==> src/rtl/debouncer_multi.sv <==
// debouncer_multi: N-channel debouncer. Each channel has its own synchroniser,
// debounces both press and release, and registers a clean level plus
// single-cycle rise/fall strobes. chg_o flags any strobe on any channel.
module debouncer_multi #(
  parameter int unsigned CHANNELS    = 4,
  parameter int unsigned DELAY       = 3125000,
  parameter int unsigned CNT_W       = 22,
  parameter int unsigned SYNC_STAGES = 2,
  parameter logic        RESET_LEVEL = 1'b0
) (
  input  logic                clk_i,
  input  logic                rst_i,
  input  logic [CHANNELS-1:0] d_i,
  output logic [CHANNELS-1:0] d_o,
  output logic [CHANNELS-1:0] rise_o,
  output logic [CHANNELS-1:0] fall_o,
  output logic                chg_o
);

  // Count value on the last cycle before the level is allowed to flip.
  localparam logic [CNT_W-1:0] CNT_LAST = CNT_W'(DELAY - 1);
  localparam logic [CNT_W-1:0] CNT_ONE  = CNT_W'(1);

  typedef enum logic {
    S_STABLE,
    S_COUNT
  } state_t;

  // Per-channel "level flips on this edge" flags; shared with the chg_o register
  // so chg_o lines up exactly with the strobes.
  logic [CHANNELS-1:0] fire_d;
  logic                chg_q;

  genvar gi;
  generate
    for (gi = 0; gi < CHANNELS; gi++) begin : g_ch
      logic [SYNC_STAGES-1:0] sync_q;
      state_t                 state_q;
      logic [CNT_W-1:0]       cnt_q;
      logic                   level_q;
      logic                   rise_q;
      logic                   fall_q;
      logic                   s;

      // Only the last synchroniser stage is allowed to feed the filter.
      assign s = sync_q[SYNC_STAGES-1];

      // With DELAY==1 the channel never sits in S_COUNT: the first mismatch fires.
      assign fire_d[gi] = (s != level_q) &&
                          ((DELAY == 1) || ((state_q == S_COUNT) && (cnt_q == CNT_LAST)));

      // Synchroniser chain: bit 0 samples the raw pin, top bit is the clean copy.
      always_ff @(posedge clk_i or posedge rst_i) begin
        if (rst_i) begin
          sync_q <= {SYNC_STAGES{RESET_LEVEL}};
        end else begin
          sync_q <= {sync_q[SYNC_STAGES-2:0], d_i[gi]};
        end
      end

      // Debounce FSM with registered level and strobes; a bounce back to the
      // current level discards the partial count.
      always_ff @(posedge clk_i or posedge rst_i) begin
        if (rst_i) begin
          state_q <= S_STABLE;
          cnt_q   <= '0;
          level_q <= RESET_LEVEL;
          rise_q  <= 1'b0;
          fall_q  <= 1'b0;
        end else begin
          rise_q <= 1'b0;
          fall_q <= 1'b0;
          if (fire_d[gi]) begin
            level_q <= s;
            rise_q  <= s;
            fall_q  <= ~s;
            cnt_q   <= '0;
            state_q <= S_STABLE;
          end else begin
            case (state_q)
              S_STABLE: begin
                if (s != level_q) begin
                  state_q <= S_COUNT;
                  cnt_q   <= CNT_ONE;
                end else begin
                  cnt_q <= '0;
                end
              end
              S_COUNT: begin
                if (s == level_q) begin
                  state_q <= S_STABLE;
                  cnt_q   <= '0;
                end else begin
                  cnt_q <= cnt_q + CNT_ONE;
                end
              end
              default: begin
                state_q <= S_STABLE;
                cnt_q   <= '0;
              end
            endcase
          end
        end
      end

      assign d_o[gi]    = level_q;
      assign rise_o[gi] = rise_q;
      assign fall_o[gi] = fall_q;
    end
  endgenerate

  // Any-channel change flag, registered on the same edge as the strobes.
  always_ff @(posedge clk_i or posedge rst_i) begin
    if (rst_i) begin
      chg_q <= 1'b0;
    end else begin
      chg_q <= |fire_d;
    end
  end

  assign chg_o = chg_q;

endmodule

==> config.mk <==
export PLATFORM = sky130hd
export DESIGN_NAME = debouncer_multi
export DESIGN_NICKNAME = d
export VERILOG_FILES = /design/src/rtl/debouncer_multi.sv
export SDC_FILE = /design/constraint.sdc
export NUM_CORES = 1
export LEC_CHECK = 0
export BUFFER_PORTS_ARGS = -buffer_cell sky130_fd_sc_hd__buf_2
export CELL_PAD_IN_SITES_DETAIL_PLACEMENT = 0
export CELL_PAD_IN_SITES_GLOBAL_PLACEMENT = 1
export CORE_UTILIZATION = 55
export CTS_BUF_LIST = sky130_fd_sc_hd__clkbuf_8
export CTS_CLUSTER_SIZE = 16
export DETAILED_ROUTE_END_ITERATION = 8
export GPL_TIMING_DRIVEN = 0
export PLACE_DENSITY_LB_ADDON = 0.12
export SYNTH_ARGS = -nofsm -noshare
export SYNTH_HDL_FRONTEND = slang
export SYNTH_SLANG_ARGS = --single-unit
==> constraint.sdc <==
create_clock -name clk_i -period 7.45 [get_ports clk_i]
set_input_delay 0.745 -clock clk_i [delete_from_list [all_inputs] [get_ports clk_i]]
set_output_delay 0.745 -clock clk_i [all_outputs]
set_load 0.03 [all_outputs]
==> results.txt <==
The ratio of total power to cell area was 209 nW/um^2. Final period demand of the worst path: 2.14 ns. The via density per instance is 5.60. The area of the placeable core is 9420 sq um, and the internal power component is 0.990 mW. In this run the worst path has a maximum fanout of 10. The tools report the initial core utilization as 0.577. The tools report the number of optimization iterations in the first detailed-route pass as 4.

Traced cell by cell, the critical path runs through ha_1 > nor4bb_1 > nand4_1 > o211ai_1 > clkbuf_1 > nor2_1. Summed over all cells, the static leakage comes to 2.52 nW. The worst setup path is captured at a register. The mean area per synthesized cell works out to 10.2 sq um. The die covers 10300 sq um. The tools report the number of remaining DRC errors as 0. For the number of warnings issued by yosys, the log shows 0. In this run the cell area of the synthesized design comes to 5430 sq um. The tools report the sequential-to-total area share from yosys stat as 0.521. Post-cts sizing count: 0. Met3 demand-to-capacity share in global routing: 0.0600. Transition time of the tightest slew-check pin: 0.598 ns. The tools report the part of the power in combinational logic as 0.026. The tools report the total via count in the routed design as 4001. met2 is the most crowded layer. The slowest stage cell on the critical path was clkbuf_1. The total of buffers placed on input and output ports was 18. The floorplan has 35 rows. The floorplan step set the die width to 101 um. Portion of total power attributed to sequential cells: 0.489. The run gives 4 as the H-tree depth. The tools report the all-layer global routing usage as 0.235.

The maximum VDD drop was 0.219 mV. Number of global-route vias before repair: 3988. The clock input transition at the sequential cells of the worst setup and hold paths was 0.07 ns. Counting every net in the synthesized netlist gives 544.

Critical path class: register to register. The longest clock path from root to sink contains 2 buffers. The flow ran to the end, and the final reports show no timing, DRC or antenna violations. The finished cells cover 6140 sq um. The repair_antennas step left the layout with diodes totalling 0.

The maximum operating frequency came out at 0.467 GHz. The top cell types in the final layout, fill and taps aside, are dfrtp_1, nor2_1, xnor2_1, nand4_1, nand2_1. The first routing iteration left 134 violations.

The data arrival time of the worst path came out at 2.44 ns. The later pin in the worst-skew pair is clocked with a latency of 0.44 ns. The share of the clock period used by the worst path works out to 0.288. The first global-routing pass estimated 18400 um of wire. The most used flip-flop cell after synthesis is dfrtp_1.

The total count of max-transition violations in the final report is 0, and the number of maximum-capacitance constraint violations is 0. The tools report the clock share of power as 0.486. The async set-or-reset flop fraction in the synthesized netlist works out to 1.00. The final layout contains 582 nets.

Number of hold violations in the final report: 0. The switching portion of total power is 0.227. After global routing the overflow that remains totals 0.

The final design utilization is 0.652. In this run the post-CTS setup repair buffer count came out at 0. In the synthesized netlist, the number of instances is 534. The run gives 0 as the number of routed nets with antenna violations. After detailed routing, the average wire length per cell comes to 14.6 um. The die height was 101 um; the count of different cell masters after synthesis was 46. Along the worst hold path, the cell count comes to 0. In this run, post-CTS hold repair placed 0 buffers. CTS saw 113 sinks.

The root buffer cell chosen for the clock tree is clkbuf_8. The filler cell count in the final layout came out at 796. The tools report the setup skew after layout as 0.0147 ns. Entering global routing, the biggest net connects 71 pins. The most common cell after layout, fill and taps aside was dfrtp_1. The area growth from synthesis to layout was 13.0%. Setup violations remaining at the end of the flow were counted as 0.

TritonCTS built the clock tree. The required time of the critical path was 7.74 ns. Setup repair after global routing left no endpoint under its margin. The number of cells traversed by the worst register-to-register path was 6. The logs give 17 for the clock buffer count from CTS and 0.369 for the global routing met2 resource utilization. For this design the total switching power over the nets is 0.290 mW. The tightest min-delay check is of the register to register type.

The number of antenna violations at the first check in global routing is 0. The run gives 5710 sq um as the placed cell area. Counting flops and latches in the post-synthesis netlist gives 113.

The fraction of final layout cells sized beyond drive strength 1 was 0.154; the register-to-register setup slack was 5.31 ns. The sort of element at the start of the critical path was a register. The number of synthesized flops with an enable pin came out at 0. The delay contributed by the slowest stage of the critical path was 0.42 ns; the headroom to the max-slew limit was 0.598.

19 I/O pins were placed. The global-route track usage on met1 was 0.314. Summed over all nets, the half-perimeter wirelength after detailed placement is 7100 um.

At the end of routability-driven placement, the weighted congestion stood at 0.864. After routing, the total negative slack on setup checks comes to 0 ns. For the total routed wirelength, the log shows 10400 um.
-- area by class of cell --
class	count	area [sq um]	share of cell area
Buffer	24	146	0.0238
Tap cell	129	161	0.0263
Timing Repair Buffer	19	118	0.0192
Inverter	19	73.8	0.0120
Multi-Input combinational cell	378	2380	0.389
Clock inverter	15	193	0.0314
Clock buffer	17	234	0.0381
Sequential cell	113	2830	0.461
-- registers in the layout, summed over array words and instances (netlist names) --
| register | flops |
|---|---|
| g_ch.cnt_q | 88 |
| g_ch.sync_q | 8 |
| g_ch.fall_q | 4 |
| g_ch.level_q | 4 |
| g_ch.rise_q | 4 |
| g_ch.state_q | 4 |
| chg_o | 1 |
-- through the flow --
step	std cells	power, mW	hold slack, ns	worst slack [ns]
2_1_floorplan	534	0.658	0.331	3.72
3_3_place_gp	681	0.668	0.334	2.46
3_5_place_dp	682	0.671	0.336	5.35
4_1_cts	714	1.30	0.361	5.29
5_1_grt	714	1.33	0.364	5.12
6_report	714	1.28	0.358	5.31
-- Yosys cell counts, drive strengths merged (2+ instances only) --
cell type / number / area [sq um]
a21oi: 24 / 124
a211oi: 3 / 22.5
inv: 19 / 71.3
nor2: 77 / 289
o21ai: 16 / 80.1
nand3: 23 / 115
or2: 5 / 31.3
nand4: 35 / 262
and3b: 2 / 17.5
dfrtp: 113 / 2830
xor2: 23 / 201
o31ai: 6 / 45.0
buf: 16 / 116
clkbuf: 8 / 30.0
and3: 5 / 31.3
nor4bb: 3 / 30.0
mux2: 4 / 45.0
nor4: 11 / 68.8
xnor2: 37 / 324
nor4b: 5 / 43.8
or3: 19 / 124
a31o: 2 / 17.5
or4: 12 / 109
nor3: 11 / 55.1
nand2b: 2 / 12.5
and4: 9 / 78.8
nor2b: 2 / 12.5
ha: 4 / 50.1
nand2: 25 / 93.8
and2: 4 / 25.0
-- power groups by stage --
stage | registers, mW | logic, mW | clock network [mW]
floorplan | 0.635 | 0.0231 | 0
finish | 0.625 | 0.0332 | 0.621
global route | 0.626 | 0.0389 | 0.663
CTS | 0.625 | 0.0346 | 0.637
global placement | 0.637 | 0.0317 | 0
detailed placement | 0.637 | 0.0344 | 0
-- kinds of logic (layout without fill, tap and decap cells) --
| family | Yosys count | in the layout | synth area share |
|---|---|---|---|
| xor gates and xnor gates | 60 | 60 | 0.0968 |
| AOI/OAI and AO/OA | 56 | 56 | 0.0606 |
| buffers and inverters | 43 | 94 | 0.0401 |
| muxes | 4 | 4 | 0.00829 |
| adders and majority gates | 4 | 4 | 0.00922 |
| DFF | 113 | 113 | 0.521 |
| and+or+nand+nor | 254 | 254 | 0.264 |
-- critical path, delay by kind of cell (launching register included) --
kind                       cells  cell delay, ns
AOI/OAI and AO/OA              1            0.23
adders and majority gates      1            0.24
buffers and inverters          1            0.42
DFF                            1            0.41
and+or+nand+nor                3            0.70
-- metal layers --
metal	share of wire	routed length, um
met1	0.48	4960
met2	0.47	4870
met3	0.042	439
met4	0.012	124
met5	0	0
-- path summary, 6_finish.rpt --
check / startpoint / endpoint
max reg2reg: g_ch[1].cnt_q[0] / g_ch[1].cnt_q[7]
min in group asynchronous: rst_i / g_ch[3].level_q
max in group asynchronous: rst_i / g_ch[1].cnt_q[1]
min: g_ch[2].sync_q[0] / g_ch[2].sync_q[1]
max: g_ch[1].cnt_q[0] / g_ch[1].cnt_q[7]
min reg2reg: g_ch[2].sync_q[0] / g_ch[2].sync_q[1]
Note: power is estimated with default switching activity, not from simulation.
